$ cat src/rtl/demux14_pipe_if.sv
// Handshake bundle for the 1-to-4 registered demux: one producer port, four consumer channels.
interface demux14_pipe_if #(
  parameter int unsigned WIDTH = 16
);
  logic             flush;
  logic             in_valid;
  logic             in_ready;
  logic [WIDTH-1:0] in_data;
  logic [1:0]       in_sel;
  logic [3:0]       out_valid;
  logic [3:0]       out_ready;
  logic [WIDTH-1:0] out_data0;
  logic [WIDTH-1:0] out_data1;
  logic [WIDTH-1:0] out_data2;
  logic [WIDTH-1:0] out_data3;
  logic [2:0]       occupancy;

  // Producer/consumer side (drives inputs of the block, observes its outputs)
  modport master (
    output flush, in_valid, in_data, in_sel, out_ready,
    input  in_ready, out_valid, out_data0, out_data1, out_data2, out_data3, occupancy
  );

  // Block side
  modport slave (
    input  flush, in_valid, in_data, in_sel, out_ready,
    output in_ready, out_valid, out_data0, out_data1, out_data2, out_data3, occupancy
  );
endinterface

$ cat src/rtl/demux14_pipe.sv
// Registered 1-to-4 demultiplexer: steers one word per cycle into the selected
// channel's one-entry holding register; each consumer drains independently.
module demux14_pipe #(
  parameter int unsigned WIDTH = 16
) (
  input  logic           clk,
  input  logic           rst_n,
  demux14_pipe_if.slave  bus
);

  localparam int unsigned NCH   = 4;
  localparam int unsigned OCC_W = 3;

  logic [NCH-1:0]   vld_q;
  logic [NCH-1:0]   vld_d;
  logic [WIDTH-1:0] data_q [NCH];
  logic [NCH-1:0]   load_c;
  logic             in_ready_c;
  logic             accept_c;
  logic [OCC_W-1:0] occ_c;

  // Ready looks only at the selected channel, so a stall on one consumer never blocks others
  assign in_ready_c = !bus.flush && (!vld_q[bus.in_sel] || bus.out_ready[bus.in_sel]);
  assign accept_c   = bus.in_valid && in_ready_c;

  // Per-channel load enables and next valid; flush overrides both drain and accept
  always_comb begin
    load_c = '0;
    vld_d  = vld_q & ~bus.out_ready;
    for (int unsigned k = 0; k < NCH; k++) begin
      if (accept_c && (bus.in_sel == 2'(k))) begin
        load_c[k] = 1'b1;
        vld_d[k]  = 1'b1;
      end
    end
    if (bus.flush) begin
      vld_d = '0;
    end
  end

  always_ff @(posedge clk or negedge rst_n) begin
    if (!rst_n) begin
      vld_q <= '0;
      for (int unsigned k = 0; k < NCH; k++) begin
        data_q[k] <= '0;
      end
    end else begin
      vld_q <= vld_d;
      for (int unsigned k = 0; k < NCH; k++) begin
        if (load_c[k]) begin
          data_q[k] <= bus.in_data;
        end
      end
    end
  end

  always_comb begin
    occ_c = '0;
    for (int unsigned k = 0; k < NCH; k++) begin
      occ_c = occ_c + OCC_W'(vld_q[k]);
    end
  end

  assign bus.in_ready  = in_ready_c;
  assign bus.out_valid = vld_q;
  assign bus.out_data0 = data_q[0];
  assign bus.out_data1 = data_q[1];
  assign bus.out_data2 = data_q[2];
  assign bus.out_data3 = data_q[3];
  assign bus.occupancy = occ_c;

endmodule

$ cat src/flat_wrapper.sv
// flat-port wrapper written by rule: the top's interface ports become plain ports
module demux14_pipe_flat 
#(
  parameter int unsigned WIDTH = 16
)
  (clk, rst_n, bus_flush, bus_in_valid, bus_in_data, bus_in_sel, bus_out_ready, bus_in_ready, bus_out_valid, bus_out_data0, bus_out_data1, bus_out_data2, bus_out_data3, bus_occupancy);
  demux14_pipe_if #(.WIDTH(WIDTH)) bus_i ();
  input  logic clk;
  input  logic rst_n;
  input wire logic [$bits(bus_i.flush)-1:0] bus_flush;
  input wire logic [$bits(bus_i.in_valid)-1:0] bus_in_valid;
  input wire logic [$bits(bus_i.in_data)-1:0] bus_in_data;
  input wire logic [$bits(bus_i.in_sel)-1:0] bus_in_sel;
  input wire logic [$bits(bus_i.out_ready)-1:0] bus_out_ready;
  output wire logic [$bits(bus_i.in_ready)-1:0] bus_in_ready;
  output wire logic [$bits(bus_i.out_valid)-1:0] bus_out_valid;
  output wire logic [$bits(bus_i.out_data0)-1:0] bus_out_data0;
  output wire logic [$bits(bus_i.out_data1)-1:0] bus_out_data1;
  output wire logic [$bits(bus_i.out_data2)-1:0] bus_out_data2;
  output wire logic [$bits(bus_i.out_data3)-1:0] bus_out_data3;
  output wire logic [$bits(bus_i.occupancy)-1:0] bus_occupancy;
  assign bus_i.flush = bus_flush;
  assign bus_i.in_valid = bus_in_valid;
  assign bus_i.in_data = bus_in_data;
  assign bus_i.in_sel = bus_in_sel;
  assign bus_i.out_ready = bus_out_ready;
  assign bus_in_ready = bus_i.in_ready;
  assign bus_out_valid = bus_i.out_valid;
  assign bus_out_data0 = bus_i.out_data0;
  assign bus_out_data1 = bus_i.out_data1;
  assign bus_out_data2 = bus_i.out_data2;
  assign bus_out_data3 = bus_i.out_data3;
  assign bus_occupancy = bus_i.occupancy;
  demux14_pipe #(.WIDTH(WIDTH)) u_core (.clk(clk), .rst_n(rst_n), .bus(bus_i));
endmodule
$ cat config.mk
export PLATFORM = sky130hd
export DESIGN_NAME = demux14_pipe_flat
export DESIGN_NICKNAME = d
export VERILOG_FILES = /design/src/rtl/demux14_pipe_if.sv /design/src/rtl/demux14_pipe.sv /design/src/flat_wrapper.sv
export SDC_FILE = /design/constraint.sdc
export NUM_CORES = 1
export LEC_CHECK = 0
export CAP_MARGIN = 10
export CORE_MARGIN = 2
export CORE_UTILIZATION = 35
export CTS_CLUSTER_DIAMETER = 30
export DETAILED_ROUTE_END_ITERATION = 10
export RECOVER_POWER = 25
export SETUP_SLACK_MARGIN = 0.02
export SYNTH_ARGS = -nofsm -noshare
export SYNTH_HDL_FRONTEND = slang
export SYNTH_SLANG_ARGS = --single-unit
$ cat constraint.sdc
create_clock -name clk -period 3.4 [get_ports clk]
set_clock_uncertainty 0.15 [all_clocks]
set_input_delay 0.68 -clock clk [delete_from_list [all_inputs] [get_ports clk]]
set_output_delay 0.68 -clock clk [all_outputs]
set_load 0.02 [all_outputs]
==> metrics.txt <==
Final HPWL DP=roughly 4200 um; most used cells in the layout excluding fill and tap cells=clkdlybuf4s50_1, dfrtp_1, mux2_2, mux2_4, clkbuf_8; PostCTS Resize Cnt=0; final worst-path setup slack=0.2522 ns; CTS tree=done; RSZ-0062 raised after global routing=false; WL per Instance=roughly 17 um; Seq. cell area=0.001702 mm2; Layout Utilization=52.71%; synthesized instance count=161; First-pass DRT Iterations=4; CTS H-tree depth=3; clk sinks=68; Die Y=between 90 and 100 um; Syn Nets=between 150 and 200; GRT overflow=0; initial core utilization=36.28%; Avg Cell Area, Syn=around 18 um2; setup TNS=0 ns; Static Leak=1.835 nW; DRT Wirelength=roughly 6200 um; failing checks=max-capacitance violations, max-slew violations; worst skew pair latency=approximately 0.33 ns; share of cells above drive strength 1=between 30% and 40%; I/O pins=slightly below 100; final count of pins violating max slew=39; Overall Global Routing Usage=between 15 and 20%; status=finished with violations; vias=roughly 1,800; Antenna diodes=0; largest net degree at the start of global routing=39; Crit Path Class=reg2out; Seq/Total Area, Yosys=between 60% and 70%; vias in the first global route=about 1,800; fmax=317.7 MHz; Setup crit start kind=register; Final period util=between 90% and 100%; Slew Limit Headroom=-35.12%; hold buffer count at CTS=0; worst vdd ir=251.1 uV; min cycle time layout=between 3 and 4 ns; setup violators final=0; RePlAce Congestion=0.7156; Power Density=around 650 mW/mm2; dpl ws=~0.36 ns; Yosys reg bits=a little under 70; post-CTS setup buffer count=0; antenna violations before repair=0; first-pass GRT wire length=slightly below 10,000 um; Routed Antenna Nets=0; warning count from the yosys run=0; Worst setup EP type=output pin; Root Buffer=clkbuf_8; Worst-Margin Slew=2.027 ns; Mapped Area=about 0.0028 mm2; 1st-iter DRT viols=15; die area=slightly below 0.009 mm2; area of the multi-input gates=0.001046 mm2; drc violations=0; post-synth cell types=19; reg2reg setup slack=~1.6 ns; commonest non-fill, non-tap cell in the layout=clkdlybuf4s50_1; row count=32; CTS Buffer Depth=2; CP arrival=2.32 ns; Max Cap Viol=1; CTS Buf Count=9; core area=around 0.008 mm2; Hold Crit Class=reg2reg; final net count=between 200 and 300; fillers=662; Die Span X=93.73 um; Vias/cell=around 4.7; clock transition at the registers of the reported paths=~0.070 ns; final hold vios=0; I/O Buffers=97; Area growth syn-to-layout=45.29%; WP data required=roughly 2.6 ns; crit-path max FO=3
==> through the flow <==
stage / hold slack [ns] / total power [mW] / cell area (um2) / instances
CTS: 0.3229 / 2.708 / 4101 / 373
floorplan: 0.2344 / 1.504 / 2818 / 161
global route: 0.3698 / 2.808 / 4094 / 373
global placement: 0.3367 / 1.946 / 3875 / 357
finish: 0.3537 / 2.667 / 4094 / 373
detailed placement: 0.3435 / 1.953 / 3875 / 357
==> worst max-delay path, stage by stage, from the launching register on <==
cell             delay [ns]
dfrtp_1                0.41
ha_1                   0.32
fa_1                   0.37
ha_1                   0.29
clkdlybuf4s50_1        0.60
==> cell families (layout without fill, tap and decap cells) <==
logic type / Yosys count / count (layout) / synth area share (%)
fa+ha+maj: 3 / 3 / 1.598
flops: 68 / 68 / 60.39
buf+inv: 8 / 118 / 2.486
simple gates: 11 / 11 / 4.796
mux: 65 / 65 / 29.53
compound gates: 6 / 6 / 1.199
==> final timing paths <==
check                                             start                       end  cells past startpoint
min in group asynchronous                         rst_n   u_core.bus.out_data2[5]                      1
worst min register to register  u_core.bus.out_data1[0]   u_core.bus.out_data1[0]                      1
worst min-delay path            u_core.bus.out_data1[0]   u_core.bus.out_data1[0]                      1
worst max-delay path            u_core.bus.out_valid[0]          bus_occupancy[1]                      4
max in group asynchronous                         rst_n   u_core.bus.out_data2[0]                      2
worst max register to register  u_core.bus.out_valid[2]  u_core.bus.out_data2[11]                      3
==> final cells by class <==
cell class | instances | share of cell area (%)
clock inverters | 5 | 2.078
well taps | 102 | 3.117
multi-input cells | 85 | 25.55
inverters | 1 | 0.09169
flip-flops and latches | 68 | 41.56
repair buffers | 101 | 24.14
clock buffers | 11 | 3.454
==> layer usage <==
layer  global-route usage, %  wire, um  vias up
li1                        -         -      787
met1                   21.89      2972      869
met2                   18.63      2451       92
met3                   8.186       769        7
met4                   5.435        54        0
met5                       0         0        -
==> flip-flops by register name, indices dropped and copies added (netlist names) <==
register and flops:
u_core.bus.out_data1 16, u_core.bus.out_data0 16, u_core.bus.out_data3 16, u_core.bus.out_valid 4, u_core.bus.out_data2 16
==> synth_stat cells <==
| cell type | number | area share (%) |
|---|---|---|
| mux2_2 | 37 | 15 |
| clkbuf_2 | 1 | 0.18 |
| nor2_1 | 1 | 0.13 |
| nand4bb_1 | 1 | 0.40 |
| nand3_4 | 1 | 0.62 |
| ha_1 | 2 | 0.89 |
| nand2b_1 | 4 | 0.89 |
| inv_1 | 1 | 0.13 |
| nand4_4 | 1 | 0.75 |
| dfrtp_1 | 68 | 60 |
| buf_6 | 5 | 2.0 |
| buf_2 | 1 | 0.18 |
| nand4b_4 | 2 | 1.7 |
| a21oi_1 | 5 | 0.89 |
| o311ai_0 | 1 | 0.31 |
| mux2i_1 | 1 | 0.36 |
| mux2_4 | 27 | 14 |
| fa_1 | 1 | 0.71 |
| nor2b_2 | 1 | 0.31 |
==> report_power, final <==
part	internal [mW]	switching, mW
clock	0.436	0.301
combinational	0.480	0.382
sequential	0.978	0.0912
No activity file was read; power rests on OpenSTA's default activity.
